### config.mk
export PLATFORM = sky130hd
export DESIGN_NAME = param_stack_flat
export DESIGN_NICKNAME = d
export VERILOG_FILES = /design/src/rtl/param_stack_if.sv /design/src/rtl/param_stack.sv /design/src/flat_wrapper.sv
export SDC_FILE = /design/constraint.sdc
export NUM_CORES = 1
export LEC_CHECK = 0
export CORE_UTILIZATION = 62
export DETAILED_ROUTE_END_ITERATION = 7
export PLACE_DENSITY = 0.79
export SYNTH_ARGS = -nofsm -noshare
export SYNTH_HDL_FRONTEND = slang
export SYNTH_SLANG_ARGS = --single-unit
### constraint.sdc
create_clock -name clock -period 5.7 [get_ports clock]
set_input_delay 1.14 -clock clock [delete_from_list [all_inputs] [get_ports clock]]
set_output_delay 1.14 -clock clock [all_outputs]
set_load 0.01 [all_outputs]
### src/rtl/param_stack_if.sv
// Command/status bundle for param_stack: the CPU side drives ops, the stack returns top-of-stack views and status.
interface param_stack_if #(
    parameter int WIDTH = 8,
    parameter int DEPTH = 16
);
    localparam int CW = $clog2(DEPTH + 1);

    logic             stack_enable;
    logic [2:0]       stack_op;
    logic [WIDTH-1:0] push_value;
    logic             err_clear;
    logic [WIDTH-1:0] popped_high;
    logic [WIDTH-1:0] popped_low;
    logic [CW-1:0]    count;
    logic             full;
    logic             empty;
    logic             overflow;
    logic             underflow;
    logic [CW-1:0]    high_water;

    modport master (
        output stack_enable, stack_op, push_value, err_clear,
        input  popped_high, popped_low, count, full, empty,
               overflow, underflow, high_water
    );

    modport slave (
        input  stack_enable, stack_op, push_value, err_clear,
        output popped_high, popped_low, count, full, empty,
               overflow, underflow, high_water
    );
endinterface

### src/rtl/param_stack.sv
// Parameterised LIFO with PUSH/REPLACE/POP2/BINOP/POP/DUP/SWAP; one-edge update, combinational top-two reads.
// No backpressure: illegal ops are suppressed and latched into sticky overflow/underflow flags.
module param_stack #(
    parameter int WIDTH = 8,
    parameter int DEPTH = 16
) (
    input logic      clock,
    input logic      reset,
    param_stack_if.slave bus
);
    localparam int CW = $clog2(DEPTH + 1);
    localparam int AW = (DEPTH > 1) ? $clog2(DEPTH) : 1;

    typedef logic [CW-1:0]    cnt_t;
    typedef logic [AW-1:0]    idx_t;
    typedef logic [WIDTH-1:0] dat_t;

    typedef enum logic [2:0] {
        OP_PUSH    = 3'd0,
        OP_REPLACE = 3'd1,
        OP_POP2    = 3'd2,
        OP_BINOP   = 3'd3,
        OP_POP     = 3'd4,
        OP_DUP     = 3'd5,
        OP_SWAP    = 3'd6,
        OP_NOP     = 3'd7
    } op_e;

    dat_t mem [DEPTH];

    cnt_t count_q;
    cnt_t high_water_q;
    logic overflow_q;
    logic underflow_q;

    idx_t idx_n;
    idx_t idx_m1;
    idx_t idx_m2;
    dat_t rd_top;
    dat_t rd_below;

    assign idx_n    = idx_t'(count_q);
    assign idx_m1   = idx_t'(count_q - cnt_t'(1));
    assign idx_m2   = idx_t'(count_q - cnt_t'(2));
    assign rd_top   = mem[idx_m1];
    assign rd_below = mem[idx_m2];

    cnt_t need_min;
    logic need_space;
    cnt_t count_after;
    logic wa_en;
    idx_t wa_idx;
    dat_t wa_dat;
    logic wb_en;
    idx_t wb_idx;
    dat_t wb_dat;

    // Per-op requirements and write ports, assuming the op is legal.
    always_comb begin
        need_min    = '0;
        need_space  = 1'b0;
        count_after = count_q;
        wa_en       = 1'b0;
        wa_idx      = idx_n;
        wa_dat      = bus.push_value;
        wb_en       = 1'b0;
        wb_idx      = idx_m2;
        wb_dat      = rd_top;
        case (op_e'(bus.stack_op))
            OP_PUSH: begin
                need_space  = 1'b1;
                count_after = count_q + cnt_t'(1);
                wa_en       = 1'b1;
                wa_idx      = idx_n;
            end
            OP_REPLACE: begin
                need_min = cnt_t'(1);
                wa_en    = 1'b1;
                wa_idx   = idx_m1;
            end
            OP_POP2: begin
                need_min    = cnt_t'(2);
                count_after = count_q - cnt_t'(2);
            end
            OP_BINOP: begin
                need_min    = cnt_t'(2);
                count_after = count_q - cnt_t'(1);
                wa_en       = 1'b1;
                wa_idx      = idx_m2;
            end
            OP_POP: begin
                need_min    = cnt_t'(1);
                count_after = count_q - cnt_t'(1);
            end
            OP_DUP: begin
                need_min    = cnt_t'(1);
                need_space  = 1'b1;
                count_after = count_q + cnt_t'(1);
                wa_en       = 1'b1;
                wa_idx      = idx_n;
                wa_dat      = rd_top;
            end
            OP_SWAP: begin
                need_min = cnt_t'(2);
                wa_en    = 1'b1;
                wa_idx   = idx_m1;
                wa_dat   = rd_below;
                wb_en    = 1'b1;
                wb_idx   = idx_m2;
                wb_dat   = rd_top;
            end
            default: begin
                need_min = '0;
            end
        endcase
    end

    logic uf_viol;
    logic of_viol;
    logic commit;
    cnt_t count_d;
    cnt_t high_water_d;

    // Underflow is checked first so DUP on an empty stack reports only underflow.
    assign uf_viol      = bus.stack_enable && (count_q < need_min);
    assign of_viol      = bus.stack_enable && !uf_viol && need_space && (count_q == cnt_t'(DEPTH));
    assign commit       = bus.stack_enable && !uf_viol && !of_viol;
    assign count_d      = commit ? count_after : count_q;
    assign high_water_d = (count_d > high_water_q) ? count_d : high_water_q;

    always_ff @(posedge clock or negedge reset) begin
        if (!reset) begin
            count_q      <= '0;
            high_water_q <= '0;
            overflow_q   <= 1'b0;
            underflow_q  <= 1'b0;
        end else begin
            count_q      <= count_d;
            high_water_q <= high_water_d;
            overflow_q   <= (overflow_q && !bus.err_clear) || of_viol;
            underflow_q  <= (underflow_q && !bus.err_clear) || uf_viol;
        end
    end

    // Storage is not reset; writes are blocked while reset is held so no op leaks through.
    always_ff @(posedge clock) begin
        if (reset && commit && wa_en) begin
            mem[wa_idx] <= wa_dat;
        end
        if (reset && commit && wb_en) begin
            mem[wb_idx] <= wb_dat;
        end
    end

    assign bus.popped_high = (count_q >= cnt_t'(1)) ? rd_top : '0;
    assign bus.popped_low  = (count_q >= cnt_t'(2)) ? rd_below : '0;
    assign bus.count       = count_q;
    assign bus.full        = (count_q == cnt_t'(DEPTH));
    assign bus.empty       = (count_q == '0);
    assign bus.overflow    = overflow_q;
    assign bus.underflow   = underflow_q;
    assign bus.high_water  = high_water_q;
endmodule

### src/flat_wrapper.sv
// flat-port wrapper written by rule: the top's interface ports become plain ports
module param_stack_flat 
#(
    parameter int WIDTH = 8,
    parameter int DEPTH = 16
)
  (clock, reset, bus_stack_enable, bus_stack_op, bus_push_value, bus_err_clear, bus_popped_high, bus_popped_low, bus_count, bus_full, bus_empty, bus_overflow, bus_underflow, bus_high_water);
  param_stack_if #(.WIDTH(WIDTH), .DEPTH(DEPTH)) bus_i ();
  input logic clock;
  input logic reset;
  input wire logic [$bits(bus_i.stack_enable)-1:0] bus_stack_enable;
  input wire logic [$bits(bus_i.stack_op)-1:0] bus_stack_op;
  input wire logic [$bits(bus_i.push_value)-1:0] bus_push_value;
  input wire logic [$bits(bus_i.err_clear)-1:0] bus_err_clear;
  output wire logic [$bits(bus_i.popped_high)-1:0] bus_popped_high;
  output wire logic [$bits(bus_i.popped_low)-1:0] bus_popped_low;
  output wire logic [$bits(bus_i.count)-1:0] bus_count;
  output wire logic [$bits(bus_i.full)-1:0] bus_full;
  output wire logic [$bits(bus_i.empty)-1:0] bus_empty;
  output wire logic [$bits(bus_i.overflow)-1:0] bus_overflow;
  output wire logic [$bits(bus_i.underflow)-1:0] bus_underflow;
  output wire logic [$bits(bus_i.high_water)-1:0] bus_high_water;
  assign bus_i.stack_enable = bus_stack_enable;
  assign bus_i.stack_op = bus_stack_op;
  assign bus_i.push_value = bus_push_value;
  assign bus_i.err_clear = bus_err_clear;
  assign bus_popped_high = bus_i.popped_high;
  assign bus_popped_low = bus_i.popped_low;
  assign bus_count = bus_i.count;
  assign bus_full = bus_i.full;
  assign bus_empty = bus_i.empty;
  assign bus_overflow = bus_i.overflow;
  assign bus_underflow = bus_i.underflow;
  assign bus_high_water = bus_i.high_water;
  param_stack #(.WIDTH(WIDTH), .DEPTH(DEPTH)) u_core (.clock(clock), .reset(reset), .bus(bus_i));
endmodule
---- After elaboration in Yosys (flattened, before gate mapping) ----
Memory sizes are Yosys's and may differ from the RTL's.
Cells that the tools add are included.
W data, S select, Z words.
word-level totals
  register bits ........................... 12
  latch bits .............................. 0
  memory bits (writable) .................. 128
  bits in read-only memories .............. 0
  input port bits ......................... 15
  output and inout bits ................... 30
  logic and storage cells ................. 56
  memories kept ........................... 1
memory list
  name        words  width  read ports  clocked after memory_dff  wr ports  line               text
  u_core.mem  16     8      2           0                         2         param_stack.sv:29  dat_t mem [DEPTH];
cells by class
  add/subtract/negate cells ............... 3
  multiply operators ...................... 0
  div/mod/pow operators ................... 0
  magnitude comparators ................... 4
  equal/unequal tests ..................... 7
  shift operators ......................... 0
  muxes and demuxes ....................... 14
  bitwise logic cells ..................... 0
  reduce and logical (&&, ||, !) cells .... 23
operator list
  kind                   count
  $mux W8                2
  $pmux W8 S2            1
  $pmux W5 S3            1
  $logic_and A1 B1 Y1    10
  $eq A3 B3 Y1 const B   3
  $pmux W4 S2            1
  $mux W1                7
  $eq A3 B2 Y1 const B   2
  $reduce_or A2 Y1       3
  $reduce_or A3 Y1       2
  $add A5 B1 Y5 const B  1
  $eq A5 B5 Y1 const B   1
  $ge A5 B1 Y1 const B   1
  $ge A5 B2 Y1 const B   1
  $gt A5 B5 Y1           1
  $logic_not A5 Y1       1
  $lt A5 B2 Y1           1
  $mux W5                1
  $reduce_or A5 Y1       1
  $sub A5 B1 Y5 const B  1
  $sub A5 B2 Y5 const B  1
  $pmux W2 S2            1
  $eq A3 B1 Y1 const B   1
  $logic_not A1 Y1       3
  2 further kinds        3

---- Longest topological paths before layout ----
  depth in word-level cells ............... 15
  gate-level depth with buffers ........... 17
  depth with buffers taken out ............ 14

---- Least setup slack after synthesis ----
No wires, ideal clock.
  path kind ............................... in2reg
  from .................................... input port bus_stack_op[1]
  to ...................................... register u_core.high_water_q[1], in the netlist u_core.bus.high_water[1]
  library setup time ...................... 0.125 ns
  data arrival time ....................... 4.717 ns
  data required time ...................... 5.575 ns
  slack ................................... 0.858 ns
  stages .................................. 16
  path buffers ............................ 4
  path through ............................ buf_2 -> clkbuf_1 -> clkbuf_1 -> nand2_1 -> ha_1 -> and2_1 -> o21a_1 -> buf_2 -> nor2_1 -> or4_1 -> and2_1 -> ha_1 -> nand3_1 -> o22ai_1 -> a21oi_1 -> mux2_2
on the way
  word-level cells in the longest chain between the ends .. 13
  elaborated cells on any way between the ends .. 24
  classes of those cells .................. 2 x order compare; 6 x eq/ne; 4 x mux; 12 x reduce/logical
ends and longest elaborated chain
  what                                        line                                    text
  start: declaration                          flat_wrapper.sv:12                      input wire logic [$bits(bus_i.stack_op)-1:0] bus_stack_op;
  $eq A3 B2 Y1, or another cell as far along  param_stack.sv:69                       case (op_e'(bus.stack_op))
  $reduce_or A3 Y1 (no source line)           -
  $pmux W2 S2                                 param_stack.sv:69
  $lt A5 B2 Y1                                param_stack.sv:125                      assign uf_viol = bus.stack_enable && (count_q < need_min);
  $logic_and A1 B1 Y1                         param_stack.sv:125
  $logic_not A1 Y1                            param_stack.sv:126, param_stack.sv:127
  $logic_and A1 B1 Y1                         param_stack.sv:126, param_stack.sv:127
  $logic_and A1 B1 Y1 (2 in series)           param_stack.sv:126                      assign of_viol = bus.stack_enable && !uf_viol && need_space && (count_q == cnt_t'(DEPTH));
  $logic_not A1 Y1                            param_stack.sv:127                      assign commit = bus.stack_enable && !uf_viol && !of_viol;
  $logic_and A1 B1 Y1                         param_stack.sv:127
  $mux W5 (*)                                 param_stack.sv:128                      assign count_d = commit ? count_after : count_q;
  $gt A5 B5 Y1                                param_stack.sv:129                      assign high_water_d = (count_d > high_water_q) ? count_d : high_water_q;
  end signal: assignment                      param_stack.sv:139                      high_water_q <= high_water_d;
  end: declaration                            param_stack.sv:32                       cnt_t high_water_q;
Every way passes the cells marked *; elsewhere a longest branch is shown, timed or not.
A chain may end at the register's enable or synchronous reset.

---- Final worst setup path ----
  from .................................... register u_core.count_q[2], in the netlist u_core.bus.count[2]
  to ...................................... output port bus_popped_low[7]
on the way
  word-level cells in the longest chain between the ends .. 3
  elaborated cells on any way between the ends .. 4
  classes of those cells .................. 1 x add/sub; 1 x order compare; 1 x mux; 1 x memory
ends and longest elaborated chain
  what                      line                text
  start: declaration        param_stack.sv:31   cnt_t count_q;
  start signal: assignment  param_stack.sv:138  count_q <= count_d;
  $sub A5 B2 Y5             param_stack.sv:44   assign idx_m2 = idx_t'(count_q - cnt_t'(2));
  $mem_v2 Z16 W8            -
  $mux W8 (*)               param_stack.sv:156  assign bus.popped_low = (count_q >= cnt_t'(2)) ? rd_below : '0;
  end: declaration          flat_wrapper.sv:16  output wire logic [$bits(bus_i.popped_low)-1:0] bus_popped_low;
Marks and branches as above.

==> metrics.txt <==
Max Cap Viol=0; RSZ-0062 raised after global routing=no; die height=roughly 130 µm; Endpoint, Worst Hold=u_core.bus.underflow; Main synth FF type=edfxtp_1; final setup fails=0; total number of vias=between 9000 and 10000; Comb pwr share=70.2%; first-pass GRT wire length=approximately 56000 µm; Flop pwr share=16.7%; synthesized net count=around 950; fillers=1152; footprint of the multi-input gates=0.00569 mm²; EDFF count, synth=128; sequential share of the synthesized area=around 40%; Worst R2R Start=u_core.bus.count[2]; distinct cell type count after synthesis=70; Slew @ Worst Pin=approximately 1200 ps; Tcrit/Tclk final=~94%; dpl cells=about 1100; met2 WL=roughly 17000 µm; Lkg Pwr=approximately 0.0036 µW; Via density=just over 8; Post-synth ARST share=under 10%; share of post-route cells with drive strength above 1=between 20 and 25%; syn avg cell area=around 11 µm²; synth-to-layout area growth=11.9%; CTS tree=done; core area=roughly 0.016 mm²; ANT cells=0; postcts setup bufs=0; Slew headroom=between 15 and 20%; P per Cell Area=719 mW/mm²; hold path startpoint=u_core.bus.underflow; number of global-route vias before repair=~9500; nets@finish=roughly 970; PostCTS Resize Cnt=0; sw frac=approximately half; residual DRC count=0; Non-Filler Instances=~1200; clock latency on the worst-skew pair=around 430 ps; overall power=~8400 µW; CTS Buf Count=17; CP Data Arrival Time=about 4200 ps; final wirelength=roughly 37000 µm; CTS Hold Bufs=0; crit-path max FO=14; setup ws final=roughly 350 ps; GRT Total Usage=a little over two fifths; Slew Limit Fails=0; Top Metal Used=met4; Syn Inst Count=~900; element type at the critical path end=output port; Worst setup SP type=flop; Peak VDD IR=about 0.00057 V; r2r endpoint=u_core.bus.high_water[1]; Iter 0 DRT Violations=about 1600; Die Wd=132 µm; WS Path Type=flop to output port; pin count of the biggest net entering global routing=97; I/O pins=45; initial antenna violation count=0; NetSw=roughly 4300 µW; Final Hold Fails=0; clk_skew=approximately 7.9 ps; Fin Setup TNS=0 ps; die area=~0.017 mm²; Port Buffers=44; Register-to-Register Path Depth=10; YS warnings=0; Hold Path Stages=2; clk sinks=between 100 and 150; gpl congestion=approximately 1.0; part of the power in the clock network=a little over an eighth; reg2reg setup slack=around 1400 ps; Metal-1 WL=roughly 11000 µm; flops & latches, synth=140; pre-CTS WS=around 1000 ps; Longest Clk Path Bufs=2; drt wl/cell=31.8 µm; DP HPWL=approximately 24000 µm; H-tree levels=4; Clk Tree Root Cell=clkbuf_16; fmax=around 0.19 GHz; clk slew on worst S/H paths=about 60 ps; DRT Pass-1 Iters=8; met3 WL=between 5000 and 6000 µm; status=completed; Hold WC Path Type=flop to flop; FF+latch area=about 0.0041 mm²; row cnt=47; Detail Route Antenna Nets=0; Crit path required time=about 4600 ps; Initial Util=a little over three fifths; hold slack=roughly 550 ps; Internal Pwr Total=between 4000 and 5000 µW; Synth Cell Area=between 0.01 and 0.015 mm²; fin crit period=5350 ps; grt total ovfl=0
[synth_stat cells (8+ instances only)]
cell / count / area share [%]
a21oi_1: 14 / 0.67
buf_2: 38 / 1.8
buf_4: 17 / 1.2
clkbuf_1: 40 / 1.4
dfrtp_1: 12 / 2.9
edfxtp_1: 128 / 37
ha_1: 14 / 1.7
inv_1: 13 / 0.47
mux2_2: 8 / 0.87
mux2i_1: 39 / 3.7
mux4_2: 50 / 11
nand2_1: 55 / 2.0
nand3_1: 52 / 2.5
nor2_1: 29 / 1.0
nor2b_1: 18 / 1.1
o211ai_1: 231 / 17
o21ai_0: 11 / 0.53
o22ai_1: 9 / 0.54
o31ai_1: 11 / 0.79
[cell families after synthesis]
| kind of cell | share of synthesized area, % |
|---|---|
| buffers and inverters | 5.79 |
| flip-flops | 39.8 |
| adder cells (fa/ha/maj) | 1.68 |
| multiplexers | 15.4 |
| AO/OA/AOI/OAI | 27.4 |
| XOR/XNOR | 0.817 |
| AND/OR/NAND/NOR | 9.04 |
[state kept, by name, summed over array words and instances, names as in the netlist]
register / cells
u_core.bus.count: 5
u_core.mem: 128
u_core.bus.underflow: 1
u_core.bus.high_water: 5
u_core.bus.overflow: 1
[layout by cell type, fill, tap and decap left out, drive strengths merged, types with 5 or more instances in the layout]
master         Yosys  routed
inv               18      20
nor4               5       5
nand3             52      52
clkdlybuf4s50      0      44
a31oi              7       7
mux4              50      50
ha                14      14
mux2               8       8
edfxtp           128     128
clkinv             2       8
o21ai             12      12
a32oi              8       8
xnor2              5       5
nand2             55      55
nor2b             18      18
mux2i             39      39
nor2              29      29
nor3               6       6
clkbuf            40      17
o31ai             11      11
a221oi             9       9
buf               63      59
o2111ai            7       7
dfrtp             12      12
a21oi             18      18
o211ai           237     237
and3               5       5
o22ai              9       9
clkinvlp           0       5
[power by group through the flow]
stage                     sequential [µW]  combinational [µW]  clock [µW]
after floorplan                      1390                3730           0
after global placement               1410                5410           0
after detailed placement             1410                5580           0
after CTS                            1390                5640        1090
after global routing                 1400                6040        1140
final                                1400                5880        1100
[critical path, stage by stage (launching register included)]
cell	delay [ps]
dfrtp_1	780
inv_1	270
ha_1	1090
mux2i_1	850
nor2b_1	220
clkdlybuf4s50_1	560
[cell type report]
class	instances	share of cell area, %
clock buffers	17	3.65
clock inverters	15	1.27
inverters	20	0.644
multi-input cells	657	48.8
flip-flops and latches	140	35.6
well taps	220	2.36
repair buffers	103	7.69
[metrics by stage]
step	util [%]	area (µm²)
global placement	67.3	11100
floorplan	-	10400
finish	70.8	11700
detailed placement	67.3	11100
global route	70.8	11700
CTS	70.8	11700
[worst max-delay path by stage]
stage / startpoint / endpoint / slack [ps] / cells after the start
floorplan: bus_stack_op[1] / u_core.bus.high_water[1] / 860 / 16
global placement: bus_stack_op[2] / u_core.bus.high_water[1] / 1070 / 14
detailed placement: bus_stack_op[2] / u_core.bus.high_water[1] / 1010 / 14
CTS: u_core.bus.count[2] / bus_popped_low[7] / 690 / 8
global route: u_core.bus.count[2] / bus_popped_low[7] / 310 / 5
finish: u_core.bus.count[2] / bus_popped_low[7] / 350 / 5
[layer usage]
layer	vias up	GRT usage, %
met3	295	13.9
met5	-	0
met1	4546	51.0
met4	0	33.6
li1	3834	-
met2	1022	67.4
No activity file was read; power rests on OpenSTA's default activity.
